### src/rtl/card_deck.sv
`default_nettype none
// ============================================================================
// card_deck : 52-card single deck, one card per draw, drawn without
//             replacement in LFSR order. Build option CARD_DECK_FIXED_SEQ_EN
//             replaces LFSR/used mask with a 16-entry fixed card ROM.
// Rev 1.0
// ============================================================================
module card_deck #(
   parameter logic [15:0] SEED      = 16'hACE1,
   parameter int unsigned LOW_WATER = 10
) (
   input  logic       clk,
   input  logic       reset,
   input  logic       shuffle,
   input  logic       draw_req,
   output logic       busy,
   output logic       card_valid,
   output logic [5:0] card_value,
   output logic [3:0] card_rank,
   output logic [1:0] card_suit,
   output logic [5:0] cards_left,
   output logic       deck_empty,
   output logic       low_cards,
   output logic       draw_err
);

   localparam logic [0:0] ST_IDLE   = 1'b0;
   localparam logic [0:0] ST_SCAN   = 1'b1;
   localparam logic [5:0] DECK_SIZE = 6'd52;
   localparam logic [5:0] LOW_LIMIT = 6'(LOW_WATER);

   logic [0:0] state_q, state_d;
   logic [5:0] left_q, left_d;
   logic       valid_q, valid_d;
   logic       err_q, err_d;
   logic       empty_q, low_q;
   logic [3:0] rank_q, rank_d;
   logic [1:0] suit_q, suit_d;
   logic [5:0] value_q, value_d;

   // Card offered by the source this cycle, and whether it can be taken
   logic       w_hit;
   logic [3:0] w_rank;
   logic [1:0] w_suit;
   logic       w_start;
   logic       w_take;

   function automatic logic [5:0] value_of(input logic [3:0] rank);
      if (rank == 4'd1) begin
         return 6'd11;
      end else if (rank <= 4'd10) begin
         return {2'b00, rank};
      end else begin
         return 6'd10;
      end
   endfunction

   assign w_start = (state_q == ST_IDLE) && draw_req && (left_q != 6'd0) && !shuffle;
   assign w_take  = (state_q == ST_SCAN) && w_hit && !shuffle;

`ifdef CARD_DECK_FIXED_SEQ_EN

   logic [3:0] ptr_q, ptr_d;

   function automatic logic [3:0] rom_rank(input logic [3:0] p);
      case (p)
         4'd0:    return 4'd10;
         4'd1:    return 4'd8;
         4'd2:    return 4'd4;
         4'd3:    return 4'd10;
         4'd4:    return 4'd8;
         4'd5:    return 4'd2;
         4'd6:    return 4'd10;
         4'd7:    return 4'd1;
         4'd8:    return 4'd10;
         4'd9:    return 4'd10;
         4'd10:   return 4'd8;
         4'd11:   return 4'd4;
         4'd12:   return 4'd8;
         4'd13:   return 4'd2;
         4'd14:   return 4'd13;
         default: return 4'd7;
      endcase
   endfunction

   assign w_hit  = 1'b1;
   assign w_rank = rom_rank(ptr_q);
   assign w_suit = 2'd0;

   always_comb begin
      ptr_d = ptr_q;
      if (shuffle) begin
         ptr_d = 4'd0;
      end else if (w_take) begin
         ptr_d = ptr_q + 4'd1;
      end
   end

   always_ff @(posedge clk or negedge reset) begin
      if (!reset) begin
         ptr_q <= 4'd0;
      end else begin
         ptr_q <= ptr_d;
      end
   end

`else

   localparam logic [15:0] SEED_SAFE = (SEED == 16'h0000) ? 16'h0001 : SEED;

   logic [15:0] lfsr_q, lfsr_d;
   logic [51:0] used_q, used_d;
   logic [5:0]  idx_q, idx_d;
   logic [51:0] w_sel;
   logic [5:0]  w_start_idx;
   logic [5:0]  w_base;

   assign w_sel       = 52'd1 << idx_q;
   assign w_hit       = ~|(used_q & w_sel);
   assign w_start_idx = (lfsr_q[5:0] >= DECK_SIZE) ? (lfsr_q[5:0] - DECK_SIZE) : lfsr_q[5:0];

   // idx = 13*suit + (rank-1)
   always_comb begin
      if (idx_q >= 6'd39) begin
         w_suit = 2'd3;
         w_base = 6'd39;
      end else if (idx_q >= 6'd26) begin
         w_suit = 2'd2;
         w_base = 6'd26;
      end else if (idx_q >= 6'd13) begin
         w_suit = 2'd1;
         w_base = 6'd13;
      end else begin
         w_suit = 2'd0;
         w_base = 6'd0;
      end
      w_rank = 4'(idx_q - w_base) + 4'd1;
   end

   always_comb begin
      lfsr_d = {lfsr_q[14:0], lfsr_q[15] ^ lfsr_q[13] ^ lfsr_q[12] ^ lfsr_q[10]};
      used_d = used_q;
      idx_d  = idx_q;
      if (shuffle) begin
         used_d = '0;
      end else if (w_start) begin
         idx_d = w_start_idx;
      end else if (w_take) begin
         used_d = used_q | w_sel;
      end else if (state_q == ST_SCAN) begin
         idx_d = (idx_q == 6'd51) ? 6'd0 : (idx_q + 6'd1);
      end
   end

   always_ff @(posedge clk or negedge reset) begin
      if (!reset) begin
         lfsr_q <= SEED_SAFE;
         used_q <= '0;
         idx_q  <= 6'd0;
      end else begin
         lfsr_q <= lfsr_d;
         used_q <= used_d;
         idx_q  <= idx_d;
      end
   end

`endif

   always_comb begin
      state_d = state_q;
      left_d  = left_q;
      valid_d = 1'b0;
      err_d   = 1'b0;
      rank_d  = rank_q;
      suit_d  = suit_q;
      value_d = value_q;
      if (shuffle) begin
         state_d = ST_IDLE;
         left_d  = DECK_SIZE;
      end else if (w_start) begin
         state_d = ST_SCAN;
      end else if ((state_q == ST_IDLE) && draw_req) begin
         err_d = 1'b1;
      end else if (w_take) begin
         state_d = ST_IDLE;
         left_d  = left_q - 6'd1;
         valid_d = 1'b1;
         rank_d  = w_rank;
         suit_d  = w_suit;
         value_d = value_of(w_rank);
      end
   end

   always_ff @(posedge clk or negedge reset) begin
      if (!reset) begin
         state_q <= ST_IDLE;
         left_q  <= DECK_SIZE;
         valid_q <= 1'b0;
         err_q   <= 1'b0;
         empty_q <= 1'b0;
         low_q   <= 1'b0;
         rank_q  <= 4'd0;
         suit_q  <= 2'd0;
         value_q <= 6'd0;
      end else begin
         state_q <= state_d;
         left_q  <= left_d;
         valid_q <= valid_d;
         err_q   <= err_d;
         empty_q <= (left_d == 6'd0);
         low_q   <= (left_d <= LOW_LIMIT);
         rank_q  <= rank_d;
         suit_q  <= suit_d;
         value_q <= value_d;
      end
   end

   assign busy       = (state_q == ST_SCAN);
   assign card_valid = valid_q;
   assign card_value = value_q;
   assign card_rank  = rank_q;
   assign card_suit  = suit_q;
   assign cards_left = left_q;
   assign deck_empty = empty_q;
   assign low_cards  = low_q;
   assign draw_err   = err_q;

endmodule
`default_nettype wire
### config.mk
export PLATFORM = sky130hd
export DESIGN_NAME = card_deck
export DESIGN_NICKNAME = d
export VERILOG_FILES = /design/src/rtl/card_deck.sv
export SDC_FILE = /design/constraint.sdc
export NUM_CORES = 1
export LEC_CHECK = 0
export BUFFER_PORTS_ARGS = -buffer_cell sky130_fd_sc_hd__buf_4
export CAP_MARGIN = 20
export CELL_PAD_IN_SITES_DETAIL_PLACEMENT = 0
export CELL_PAD_IN_SITES_GLOBAL_PLACEMENT = 1
export CORE_MARGIN = 1
export CORE_UTILIZATION = 50
export CTS_CLUSTER_SIZE = 8
export DETAILED_ROUTE_END_ITERATION = 8
export HOLD_SLACK_MARGIN = 0.05
export PLACE_DENSITY = 0.94
export SKIP_CTS_REPAIR_TIMING = 1
export SYNTH_ARGS = -nofsm -noshare
export SYNTH_HDL_FRONTEND = slang
export SYNTH_SLANG_ARGS = --single-unit
### constraint.sdc
create_clock -name clk -period 8.33 [get_ports clk]
set_input_delay 1.666 -clock clk [delete_from_list [all_inputs] [get_ports clk]]
set_output_delay 1.666 -clock clk [all_outputs]
set_load 0.1 [all_outputs]
=== Yosys cells after proc, flatten, opt, wreduce, memory -nomap -nowiden ===
Cells that the tools add are included.

* Add/subtract/negate cells: 5
* Order comparisons: 6
* Eq/ne operators: 5
* Reductions and logical operators: 17
* Shift operators: 1
* Bitwise operators: 9
* Multiplexer cells: 31

{| class="wikitable"
|+ Operators with widths
! kind !! count
|-
| 2-to-1 mux 52 bit || 3
|-
| 2-to-1 mux 6 bit || 9
|-
| bitwise AND 52 bit || 1
|-
| OR 52 bit || 1
|-
| OR reduction 52 bit || 1
|-
| left shift 1 x 6 -> 52 bit, first input constant || 1
|-
| 2-to-1 mux 4 bit || 5
|-
| greater-or-equal comparator 6 bit, second input constant || 2
|-
| 2-to-1 mux 1 bit || 12
|-
| adder 6 x 1 -> 6 bit, second input constant || 1
|-
| == test 6 bit, second input constant || 1
|-
| greater-or-equal comparator 6 x 4 -> 1 bit, second input constant || 1
|-
| greater-or-equal comparator 6 x 5 -> 1 bit, second input constant || 1
|-
| less-or-equal comparator 6 x 4 -> 1 bit, second input constant || 1
|-
| zero test 6 bit || 1
|-
| nonzero test 6 bit || 1
|-
| subtractor 6 x 1 -> 6 bit, second input constant || 1
|-
| subtractor 6 bit, second input constant || 1
|-
| logical AND 1 bit || 5
|-
| adder 4 x 1 -> 4 bit, second input constant || 1
|-
| == test 4 x 1 -> 1 bit, second input constant || 1
|-
| less-or-equal comparator 4 bit, second input constant || 1
|-
| 2-to-1 mux 2 bit || 2
|-
| inequality test 2 bit, second input constant || 2
|-
| 10 further kinds || 18
|}

* Output and inout port bits: 23
* Flip-flop bits (word level): 97
* Input bits: 4

=== Longest topological paths before layout ===
* Depth after elaboration: 11
* Gate-level depth with buffers: 16
* Mapped depth without buffers: 15

=== Worst setup path before layout ===
OpenSTA, ideal clock, no wires.

* Path type: register to register
* From: register idx_q[3]
* To: register value_q[3] (netlist: card_value[3])
* Setup time: 0.125 ns
* Period minus slack after synthesis: 3.502 ns
* Arrival time: 3.377 ns
* Cell stages (with the launch flop): 15
* Required time: 8.205 ns
* Slack: 4.828 ns
* Cells stage by stage: dfrtp_1 > buf_2 > buf_1 > clkbuf_1 > nand2_1 > o21bai_1 > inv_1 > a21boi_0 > ha_1 > fa_1 > xnor2_1 > xnor2_1 > xnor2_1 > o21ai_0 > mux2_2

* Elaborated cells on any way between the ends: 19
* Those cells by class: add/sub: 2; order compare: 4; eq/ne: 1; shift: 1; mux: 5; bitwise: 1; reduce/logical: 5

{| class="wikitable"
|+ RTL lines
! element !! line !! text
|-
| from (decl) || 113 || <nowiki>logic [5:0] idx_q, idx_d;</nowiki>
|-
| from (signal assigned) || 163 || <nowiki>idx_q <= idx_d;</nowiki>
|-
| greater-or-equal comparator 6 x 5 -> 1 bit || 127 || <nowiki>end else if (idx_q >= 6'd26) begin</nowiki>
|-
| 2-to-1 mux 4 bit || 127 ||
|-
| 2-to-1 mux 4 bit * || 124 || <nowiki>if (idx_q >= 6'd39) begin</nowiki>
|-
| via w_base[1] || 116 || <nowiki>logic [5:0] w_base;</nowiki>
|-
| subtractor 4 bit * || 137 || <nowiki>w_rank = 4'(idx_q - w_base) + 4'd1;</nowiki>
|-
| adder 4 x 1 -> 4 bit * || 137 ||
|-
| less-or-equal comparator 4 bit || 51 || <nowiki>end else if (rank <= 4'd10) begin</nowiki>
|-
| 2-to-1 mux 4 bit || 51 ||
|-
| 2-to-1 mux 4 bit * || 49 || <nowiki>if (rank == 4'd1) begin</nowiki>
|-
| to (signal assigned) || 214 || <nowiki>value_q <= value_d;</nowiki>
|-
| to (decl) || 39 || <nowiki>logic [5:0] value_q, value_d;</nowiki>
|}

Mark *: on every way through the listed nets, which the timed path passes. The rest lies on a longest branch.
A chain may end at the register's enable or synchronous reset.

=== Worst setup path after layout ===
* From: register idx_q[2]
* To: register used_q[20]

* Word-level cells in the longest chain between the ends: 8
* Elaborated cells on any way between the ends: 12
* Those cells by class: shift: 1; mux: 3; bitwise: 2; reduce/logical: 6

{| class="wikitable"
|+ Ends and longest elaborated chain
! element !! line !! text
|-
| left shift 1 x 6 -> 52 bit * || 118 || <nowiki>assign w_sel = 52'd1 << idx_q;</nowiki>
|-
| bitwise AND 52 bit || 119 || <nowiki>assign w_hit = ~|(used_q & w_sel);</nowiki>
|-
| OR reduction 52 bit || 119 ||
|-
| zero test 1 bit || 119 ||
|-
| logical AND 1 bit (2 in a row) || 59 || <nowiki>assign w_take = (state_q == ST_SCAN) && w_hit && !shuffle;</nowiki>
|-
| nonzero test 2 bit (no source line) || n/a ||
|-
| AND reduction 2 bit (no source line) || n/a ||
|-
| to (signal assigned) || 162 || <nowiki>used_q <= used_d;</nowiki>
|-
| to (decl) || 112 || <nowiki>logic [51:0] used_q, used_d;</nowiki>
|}

Mark *: on every way between the ends. The rest lies on a longest branch, timed or not. The select of a mux whose other input is x is not followed.

==> impl_results.md <==
* CP Capture Type: flop
* Hold Path Class: flop to flop
* Most used DFF post-synth: dfrtp_1
* GPL Wtd Cong at between 0.8 and 0.9
* CP max stage cell: dfrtp_1
* DRT iter0 DRCs at 388
* Post-synthesis cell count at just under 500
* DR DRC count at 0
* Pin count of the biggest net entering global routing at between 60 and 70
* Clock transition at path regs at roughly 0.09 ns
* Initial Util at 0.5234
* Die Area at 10,160 sq um
* Top-area cell type share of the netlist area at 0.4305
* Peak Freq at roughly 0.24 GHz
* DP Worst Slack at around 4.2 ns
* Die extent in x at roughly 100 um
* PD cells at between 200 and 300 nW/um^2
* Setup ws final at a little over 4 ns
* Root Buffer: clkbuf_8
* H-tree depth at 3
* First-pass GRT wire length at ~18,000 um
* Endpoints failing setup at 0
* Arr. time, crit path at between 4 and 5 ns
* Avg Cell Area, Syn at 10.03 sq um
* CTS sink count at between 90 and 100
* Vias per cell at around 6.1
* Lkg Pwr at around 2.3 nW
* RSZ-0062 raised after global routing: false
* Final nets at ~510
* Vias in the first global route at between 3,000 and 4,000
* Crit share post-route at 0.5082
* Sum Neg Setup Slack at 0 ns
* HPWL Detailed at approximately 7000 um
* Peak VDD IR at 0.0003341 V
* Clock skew at around 0.019 ns
* Worst setup SP type: flop
* Vias at 3,803
* FP Rows at 35
* Area grow syn2layout at 7.714%
* Crit-path max FO at 46
* Slowest stage delay, CP at ~0.97 ns
* Avg WL per Cell at 17.29 um
* GRT Total Usage at 0.2293
* Netlist cell types at between 60 and 70
* Max Cap Viol at 0
* Bufs and invs on worst path at 2
* TritonCTS clock tree: built
* Normalized max-slew margin at 0.3702
* Total wire length at roughly 11,000 um
* Antenna violations before repair at 0
* Final hold viol count at 0
* Async SR Flop Fraction at 1.000
* Critical path required time at 8.63 ns
* Cells along the critical path: inv_1, ha_1, a21oi_1, a221oi_1, a22o_1, or4_1, nor3_4, buf_4, a41oi_1, nor2_1
* Share of cells above drive strength 1 at 0.1455
* Top cells by area, synth: dfrtp_1, a31oi_1, dfstp_2
* Antenna viol nets, final at 0
* EDFF count, synth at 0
* Run status: completed
* CTS Buffer Depth at 2
* Clk_lat worst skew at around 0.37 ns
* Post-synth top area cell: dfrtp_1
* YS warnings at 0
* Post-route minimum period at 4.233 ns
* Flops & latches, synth at 95
* Fin. max-slew vios at 0
* CTS Buf Count at 9
* Worst hold slack at between 0.3 and 0.4 ns
* Die H at around 100 um
* Mapped Area at approximately 4900 sq um
* Core area at 9328 sq um
* Antenna cells at 0
* Crit path max-delay family: simple AND/OR/NAND/NOR gates
* Port Buffer Count at 24
* Seq/Total Area, Yosys at 0.4897
* Initial DRT Pass Iterations at 5
* # IOs at 27
* Worst Max-Slew Pin Slew at roughly 0.94 ns
* GRT overflow at 0
* Worst Path Class, Setup: flop to flop
==> stage by stage <==
stage	power [mW]	utilization	instance area, sq um	cells
after floorplan	1.127	-	4886	488
after global placement	1.260	0.5434	5069	608
after detailed placement	1.273	0.5434	5069	608
after CTS	1.572	0.5638	5259	624
after global routing	1.652	0.5638	5259	624
final	1.572	0.5638	5259	624
==> flip-flops by register name, indices dropped and copies added (netlist names), 2 cells and up <==
name        cells
card_rank       4
card_suit       2
card_value      4
cards_left      6
idx_q           6
lfsr_q         16
used_q         52
==> final timing paths <==
check,slack [ns],endpoint,depth (start not counted),startpoint
worst max-delay path,4.10,used_q[20]$_DFFE_PN0P_,10,idx_q[2]$_DFFE_PN0P_
worst min-delay path,0.36,lfsr_q[7]$_DFF_PN1_,0,lfsr_q[6]$_DFF_PN1_
worst max register to register,4.10,used_q[20]$_DFFE_PN0P_,10,idx_q[2]$_DFFE_PN0P_
worst min register to register,0.36,lfsr_q[7]$_DFF_PN1_,0,lfsr_q[6]$_DFF_PN1_
max in group asynchronous,5.96,lfsr_q[2]$_DFF_PN0_,2,reset
min in group asynchronous,1.24,used_q[24]$_DFFE_PN0P_,1,reset
==> per-layer routing <==
layer | vias up | global-route usage | wire [um]
met3 | 16 | 0.03745 | 590
met1 | 1872 | 0.3283 | 4938
li1 | 1759 | - | -
met4 | 0 | 0.07692 | 174
met2 | 156 | 0.3567 | 5085
met5 | - | 0 | 0
==> kinds of logic after synthesis <==
logic type	count (synthesis)	synth area share
other	1	0.0007681
and+or+nand+nor	174	0.1904
AOI/OAI and AO/OA	122	0.1786
DFF	95	0.4898
xor gates and xnor gates	10	0.01794
buffers and inverters	58	0.05638
muxes	12	0.02614
adders and majority gates	15	0.03998
==> layout by cell type (no fill, tap or decap), types with 4 or more instances in the layout <==
cell,count
a21boi_0,5
a21oi_1,10
a22o_1,5
a31oi_1,51
a41oi_1,5
and2_1,8
and3_1,7
and3b_1,4
buf_4,30
clkbuf_8,9
dfrtp_1,84
dfstp_2,11
ha_1,14
inv_1,19
mux2_2,6
mux2i_1,6
nand2_1,19
nand2b_1,5
nand3_1,13
nand3b_1,5
nor2_1,71
nor2b_1,10
nor3b_1,4
nor4_1,5
o21ai_0,12
or3_1,4
xnor2_1,9
==> synth_stat cells (7+ instances only) <==
| master | number |
|---|---|
| dfrtp_1 | 84 |
| nor2_1 | 71 |
| a31oi_1 | 51 |
| clkbuf_1 | 21 |
| inv_1 | 19 |
| nand2_1 | 19 |
| ha_1 | 14 |
| nand3_1 | 13 |
| o21ai_0 | 12 |
| dfstp_2 | 11 |
| a21oi_1 | 10 |
| nor2b_1 | 10 |
| xnor2_1 | 9 |
| and2_1 | 8 |
| and3_1 | 7 |
| buf_2 | 7 |
| buf_4 | 7 |
==> where the power goes <==
| part | switching (mW) | internal, mW | leakage (nW) |
|---|---|---|---|
| Combinational | 0.514 | 0.191 | 0.948 |
| Sequential | 0.0671 | 0.503 | 1.25 |
| Clock | 0.158 | 0.138 | 0.100 |
==> final cells by class <==
type | count | area [sq um]
Fill cell | 807 | 4069
Sequential cell | 95 | 2391
Multi-Input combinational cell | 335 | 2220
Timing Repair Buffer | 30 | 225.2
Tap cell | 129 | 161.4
Clock buffer | 10 | 127.6
Inverter | 19 | 71.32
Clock inverter | 6 | 62.56
No activity file was read; power rests on OpenSTA's default activity.
